===== src/rtl/obstacle_three_ctrl.sv =====
// obstacle_three_ctrl
//   Motion/spawn controller for the obstacle-three sprite source. Once per
//   frame it scrolls the obstacle left. When the obstacle leaves the screen
//   it is hidden. After a delay it respawns at a pseudo-random height. The
//   block also cycles the colour and animation id, freezes on a collision,
//   and flags pass events to the score logic.
//
// Ports
//   clk, reset_n   system clock, asynchronous active-low reset
//   frame_tick     one-clk pulse at the start of vertical blank
//   start          one-clk pulse, launches the obstacle from IDLE
//   restart        one-clk pulse, returns to IDLE from any state
//   pause          level, masks frame_tick while high
//   hit            one-clk collision pulse, honoured only while moving
//   speed[2:0]     pixels per frame (0 behaves as 1)
//   x0, y0 [10:0]  registered sprite origin
//   ctrl[4:0]      {colour[1:0], auto=0, sprite_id[1:0]}
//   active         high while moving
//   passed         one-clk pulse when the obstacle exits the left edge
//   frozen         high while halted after a hit
module obstacle_three_ctrl #(
  parameter int unsigned X_START        = 640,
  parameter int unsigned X_HIDE         = 2047,
  parameter int unsigned Y_MIN          = 300,
  parameter int unsigned RESPAWN_FRAMES = 30,
  parameter int unsigned ANI_FRAMES     = 8
) (
  input  logic        clk,
  input  logic        reset_n,
  input  logic        frame_tick,
  input  logic        start,
  input  logic        restart,
  input  logic        pause,
  input  logic        hit,
  input  logic [2:0]  speed,
  output logic [10:0] x0,
  output logic [10:0] y0,
  output logic [4:0]  ctrl,
  output logic        active,
  output logic        passed,
  output logic        frozen
);

  localparam logic [10:0] XS     = 11'(X_START);
  localparam logic [10:0] XH     = 11'(X_HIDE);
  localparam logic [10:0] YM     = 11'(Y_MIN);
  localparam logic [7:0]  RF_END = 8'(RESPAWN_FRAMES - 1);
  localparam logic [7:0]  AF_END = 8'(ANI_FRAMES - 1);

  typedef enum logic [1:0] {
    IDLE = 2'd0,
    MOVE = 2'd1,
    WAIT = 2'd2,
    HALT = 2'd3
  } state_t;

  state_t      state, state_n;
  logic [10:0] x_q, x_n, y_q, y_n;
  logic [1:0]  colour_q, colour_n, id_q, id_n;
  logic [7:0]  lfsr_q, lfsr_n;
  logic [7:0]  frame_q, frame_n, ani_q, ani_n;
  logic        passed_q, passed_n;

  logic        tick_acc;
  logic        do_spawn;
  logic [10:0] spd;
  logic        lfsr_fb;

  assign tick_acc = frame_tick & ~pause;
  assign spd      = (speed == 3'd0) ? 11'd1 : {8'd0, speed};
  assign lfsr_fb  = lfsr_q[7] ^ lfsr_q[5] ^ lfsr_q[4] ^ lfsr_q[3];

  always_comb begin
    state_n  = state;
    x_n      = x_q;
    y_n      = y_q;
    colour_n = colour_q;
    id_n     = id_q;
    frame_n  = frame_q;
    ani_n    = ani_q;
    passed_n = 1'b0;
    do_spawn = 1'b0;
    // The LFSR runs in every state, including across restart.
    lfsr_n   = tick_acc ? {lfsr_q[6:0], lfsr_fb} : lfsr_q;

    if (restart) begin
      state_n  = IDLE;
      x_n      = XH;
      y_n      = YM;
      colour_n = '0;
      id_n     = '0;
      frame_n  = '0;
      ani_n    = '0;
    end else begin
      unique case (state)
        IDLE: begin
          x_n = XH;
          if (start) begin
            do_spawn = 1'b1;
            colour_n = '0;
          end
        end
        MOVE: begin
          if (hit) begin
            state_n = HALT;
          end else if (tick_acc) begin
            if (ani_q == AF_END) begin
              ani_n = '0;
              id_n  = id_q + 2'd1;
            end else begin
              ani_n = ani_q + 8'd1;
            end
            if (x_q < spd) begin
              x_n      = XH;
              passed_n = 1'b1;
              frame_n  = '0;
              state_n  = WAIT;
            end else begin
              x_n = x_q - spd;
            end
          end
        end
        WAIT: begin
          if (tick_acc) begin
            if (frame_q == RF_END) begin
              do_spawn = 1'b1;
              colour_n = colour_q + 2'd1;
              frame_n  = '0;
            end else begin
              frame_n = frame_q + 8'd1;
            end
          end
        end
        HALT: ;
        default: state_n = IDLE;
      endcase

      // Spawn height uses the LFSR value from before this tick's advance.
      if (do_spawn) begin
        state_n = MOVE;
        x_n     = XS;
        y_n     = YM + {4'd0, lfsr_q[6:0]};
        id_n    = '0;
        ani_n   = '0;
      end
    end
  end

  always_ff @(posedge clk or negedge reset_n) begin
    if (!reset_n) begin
      state    <= IDLE;
      x_q      <= XH;
      y_q      <= YM;
      colour_q <= '0;
      id_q     <= '0;
      lfsr_q   <= 8'hA5;
      frame_q  <= '0;
      ani_q    <= '0;
      passed_q <= 1'b0;
    end else begin
      state    <= state_n;
      x_q      <= x_n;
      y_q      <= y_n;
      colour_q <= colour_n;
      id_q     <= id_n;
      lfsr_q   <= lfsr_n;
      frame_q  <= frame_n;
      ani_q    <= ani_n;
      passed_q <= passed_n;
    end
  end

  assign x0     = x_q;
  assign y0     = y_q;
  assign ctrl   = {colour_q, 1'b0, id_q};
  assign active = (state == MOVE);
  assign frozen = (state == HALT);
  assign passed = passed_q;

endmodule


===== config.mk =====
export PLATFORM = sky130hd
export DESIGN_NAME = obstacle_three_ctrl
export DESIGN_NICKNAME = d
export VERILOG_FILES = /design/src/rtl/obstacle_three_ctrl.sv
export SDC_FILE = /design/constraint.sdc
export NUM_CORES = 1
export LEC_CHECK = 0
export ABC_AREA = 0
export CAP_MARGIN = 5
export CORE_MARGIN = 3
export CORE_UTILIZATION = 59
export CTS_CLUSTER_DIAMETER = 120
export CTS_CLUSTER_SIZE = 28
export DETAILED_ROUTE_END_ITERATION = 7
export GPL_ROUTABILITY_DRIVEN = 0
export MAX_ROUTING_LAYER = met4
export PLACE_DENSITY_LB_ADDON = 0.15
export SYNTH_ARGS = -nofsm -noshare
export SYNTH_HDL_FRONTEND = slang
export SYNTH_SLANG_ARGS = --single-unit

===== constraint.sdc =====
create_clock -name clk -period 4.7 [get_ports clk]
set_input_delay 0.94 -clock clk [delete_from_list [all_inputs] [get_ports clk]]
set_output_delay 0.94 -clock clk [all_outputs]
set_load 0.01 [all_outputs]

# --- Word-level counts from Yosys, hierarchy flattened ---
# Cells that the tools add are included.
classes:
  reduce_logical: 17
  n_eq_ne: 14
  n_mux: 49
  n_lt_le_gt_ge: 1
  bitwise: 5
  n_addsub: 6
ops:
  columns: ["operator", "n"]
  rows:
  - ["$mux 8", 12]
  - ["$mux 11", 7]
  - ["$mux 2", 16]
  - ["$pmux 11 s2", 1]
  - ["$add 8x1->8 const B", 2]
  - ["$pmux 8 s2", 1]
  - ["$reduce_bool 3->1", 5]
  - ["$ne 3x3->1 const B", 4]
  - ["$reduce_bool 4->1", 3]
  - ["$lt 11x3->1", 1]
  - ["$sub 11x3->11", 1]
  - ["$add 9x7->10 const A", 1]
  - ["$mux 1", 9]
  - ["$ne 3x2->1 const B", 3]
  - ["$reduce_and 3->1", 3]
  - ["$eq 8x3->1 const B", 1]
  - ["$eq 8x5->1 const B", 1]
  - ["$reduce_and 4->1", 2]
  - ["$reduce_and 5->1", 1]
  - ["$add 2x1->2 const B", 2]
  - ["$eq 2x2->1 const B", 2]
  - ["$ne 4x2->1 const B", 1]
  - ["$ne 4x3->1 const B", 1]
  - ["$pmux 2 s2", 1]
  - ["other kinds (9)", 11]
word_totals:
  output_inout_bits: 30
  ff_bits: 53

# --- Logic depth before layout (Yosys ltp) ---
logic_depth:
  depth_word: 9
  mapped_depth: 8

# --- Least setup slack after synthesis ---
# No wires, ideal clock.
synth_path:
  kind: "input to register"
  startpoint: "input port speed[2]"
  endpoint: "register frame_q[1]"
  t_arrival_ps: 2687
  slack_ps: 1888
  cell_stages: 8
  required_time_ps: 4575
  setup_ps: 125
  cell_sequence: "inv_1 > ha_1 > nand3b_1 > nand3_1 > or4_4 > buf_6 > nand2_2 > mux2_4"
synth_via:
  elab_chain_cells: 5
synth_lines:
  columns: ["item", "line", "rtl"]
  rows:
  - ["start, declared", "35", "input logic [2:0] speed,"]
  - ["$logic_not 3->1", "70", "assign spd = (speed == 3'd0) ? 11'd1 : {8'd0, speed};"]
  - ["$mux 3 (*)", "70", null]
  - ["$lt 11x3->1 (*)", "113", "if (x_q < spd) begin"]
  - ["$ne 3x2->1 (no line) (*)", null, null]
  - ["$reduce_and 5->1 (no line) (*)", null, null]
  - ["end signal, assigned", "167", "frame_q <= frame_n;"]
  - ["end, declared", "61", "logic [7:0] frame_q, frame_n, ani_q, ani_n;"]
# Every way passes the cells marked *; elsewhere a longest branch is shown, timed or not.
# A chain may end at the register's enable or synchronous reset.

# --- Worst setup path in the final report ---
# Ends and elaborated chain as after synthesis.

==> flow_summary.toml <==
[setup_path]
crit_fanout = 8
end_kind = "flop"
cp-start-kind = "input port"
worstPathRequired_ns = 4.89
critPathKind = "in -> reg"
arrival_ns = 3.31

[routing]
drt_iter0_drc = 163
ant_nets = 0
drcViolationCount = 0
dr.pass1.iters = 4
wl_per_cell_um = 14.86
vias = 2361
avgViaCountPerCell = 5.962
drt_wl_total_um = 5886

[grt]
grt_use_met3 = 0.04406
busiest_layer = "met2"
overflow = 0
grt_pass1_wl_um = 10090
antenna_found_initial = 0
grtUsageMet2 = 0.3646
grt_pass1_vias = 2169
grt_use_met1 = 0.3262
grt_start_max_net_pins = 35
grt.total_usage = 0.2374

[clock_network]
clk_pin_slew_worst_paths_ns = 0.09
clockBufferDepth = 2
cts_hold_buf = 0
cts_tree = "yes"
clkLatencyLatePin_ns = 0.30
cts_resized = 0
cts_setup_buffers = 0
cts.sinks = 50
cts_root_buf = "clkbuf_8"
h-tree-depth = 2
cts_inserted_buffers = 5

[cells_and_area]
antenna_cells = 0
drive_gt1_frac = 0.1279
area_delta_synth_final_pct = 15.83
final_nets = 361
finalNonFillerCells = 396
final_common_cell = "nand2_1"
design_area_um2 = 3251
fin_util = 0.7265
final_cell_mix = "40 x nand2_1, 34 x clkdlybuf4s50_1, 32 x dfrtp_1"

[yosys]
ys_types = 51
synth_cells = 313
netlist_area_um2 = 2806
ys.warnings.count = 0
syn-mean-instance-area_um2 = 8.966
synth_enable_flop_cells = 0
synthArstFlopShare = 1.000
synthFlopType = "dfrtp_1"
ys_ff_latch = 50
seq_area_frac_synth = 0.4539

[place]
pre_cts_ws_ns = 1.271
port_buffers = 35
dpl.cell_count = 388
dpl.hpwl_um = 4180
placed_area_um2 = 3161

[pwr]
vdd_drop_max_v = 0.0002149
p_total_mw = 1.039
power_density_nw_per_um2 = 319.6
leakage_nw = 1.348

[sta]
layout_setup_ws_ns = 1.583
grt_setup_unrepaired = "false"
setup_viol = 0
timing.slew.headroom = 0.3921
clock.fmax_mhz = 320.8
finalCritPeriodShare = 0.6631
finClkSkew_ns = 0.005091
whs_ns = 0.4781
final_max_slew_viol_count = 0
tightest_slew_ns = 0.9064
period_needed_ns = 3.117
fin_setup_tns_ns = 0
hold_viol_final = 0

[die]
die_x_um = 74.97
die_h_um = 74.97
core_um2 = 4474
dieArea_um2 = 5621
boundaryPins = 40
start_util = 0.6272
rows = 24

[min_path]
holdCritPathClass = "reg -> reg"

[job]
drv_cap = 0

[outcome]
run_status = "finished, final reports clean"
[routing by layer]
layer / wire, um / share of wire
met5: 0 / 0
met2: 2819 / 0.48
met1: 2763 / 0.47
met3: 248 / 0.042
met4: 55 / 0.0093
[power by group]
group / leakage [nW] / switching [mW] / internal (mW)
combinational: 0.673 / 0.129 / 0.122
clock: 0.0441 / 0.146 / 0.105
sequential: 0.630 / 0.0462 / 0.491
total: 1.35 / 0.322 / 0.717
[worst paths after layout]
check / slack, ns / start / end / cells past startpoint
hold / removal: 0.48 / lfsr_q[7] / lfsr_q[7] / 2
setup / recovery: 1.58 / speed[2] / frame_q[1] / 8
hold reg to reg: 0.48 / lfsr_q[7] / lfsr_q[7] / 2
max in group asynchronous: 3.37 / reset_n / lfsr_q[0] / 2
min in group asynchronous: 0.55 / reset_n / y0[7] / 1
setup reg to reg: 2.10 / frame_q[1] / x0[10] / 7
[cell families (layout without fill, tap and decap cells)]
kind of cell             after synthesis  after routing  synth area share
AO/OA/AOI/OAI                         74             74            0.1721
XOR/XNOR                              14             14           0.04369
adder cells (fa/ha/maj)                8              8           0.03834
buffers and inverters                 29             58           0.04681
flip-flops                            50             50            0.4539
multiplexers                           1              1          0.005348
other                                  2              4          0.002676
AND/OR/NAND/NOR                      135            135            0.2372
[final cells by class]
class / instances / area [um^2]
Clock buffer: 5 / 68.82
Clock inverter: 3 / 21.27
Fill cell: 349 / 1224
Inverter: 12 / 45.04
Multi-Input combinational cell: 236 / 1409
Sequential cell: 50 / 1274
Tap cell: 52 / 65.06
Timing Repair Buffer: 38 / 367.9
[worst max-delay path: stages]
cell and delay [ns]:
clkdlybuf4s50_1 0.48, inv_1 0.05, ha_1 0.35, nand3b_1 0.15, nand3_1 0.25, or4_4 0.67, nand2_2 0.12, mux2_4 0.30
[Yosys cell counts (all sizes together) (2+ instances only)]
master	n	area (um^2)
a211o	4	35.03
a22oi	3	22.52
nor2	29	108.9
or2	4	25.02
nor2b	2	12.51
nand2b	8	50.05
o31ai	2	15.01
clkbuf	12	45.04
nor3	14	70.07
buf	5	41.29
o22a	6	53.80
a21oi	23	115.1
a2bb2oi	2	17.52
inv	12	45.04
a31oi	15	93.84
and2	2	12.51
ha	7	87.58
dfrtp	32	800.8
xor2	8	70.07
xnor2	6	52.55
or4	5	48.79
nand2	41	156.4
and3	4	25.02
o21ai	9	45.04
conb	2	7.510
dfstp	18	473.0
nand3	15	75.07
nand4	4	25.02
[flip-flops by register name, summed over array words and instances (netlist names)]
| register | cells |
|---|---|
| ani_q | 8 |
| colour_q | 2 |
| frame_q | 8 |
| id_q | 2 |
| lfsr_q | 8 |
| passed | 1 |
| state | 2 |
| x0 | 11 |
| y0 | 8 |
No activity file was read; power rests on OpenSTA's default activity.
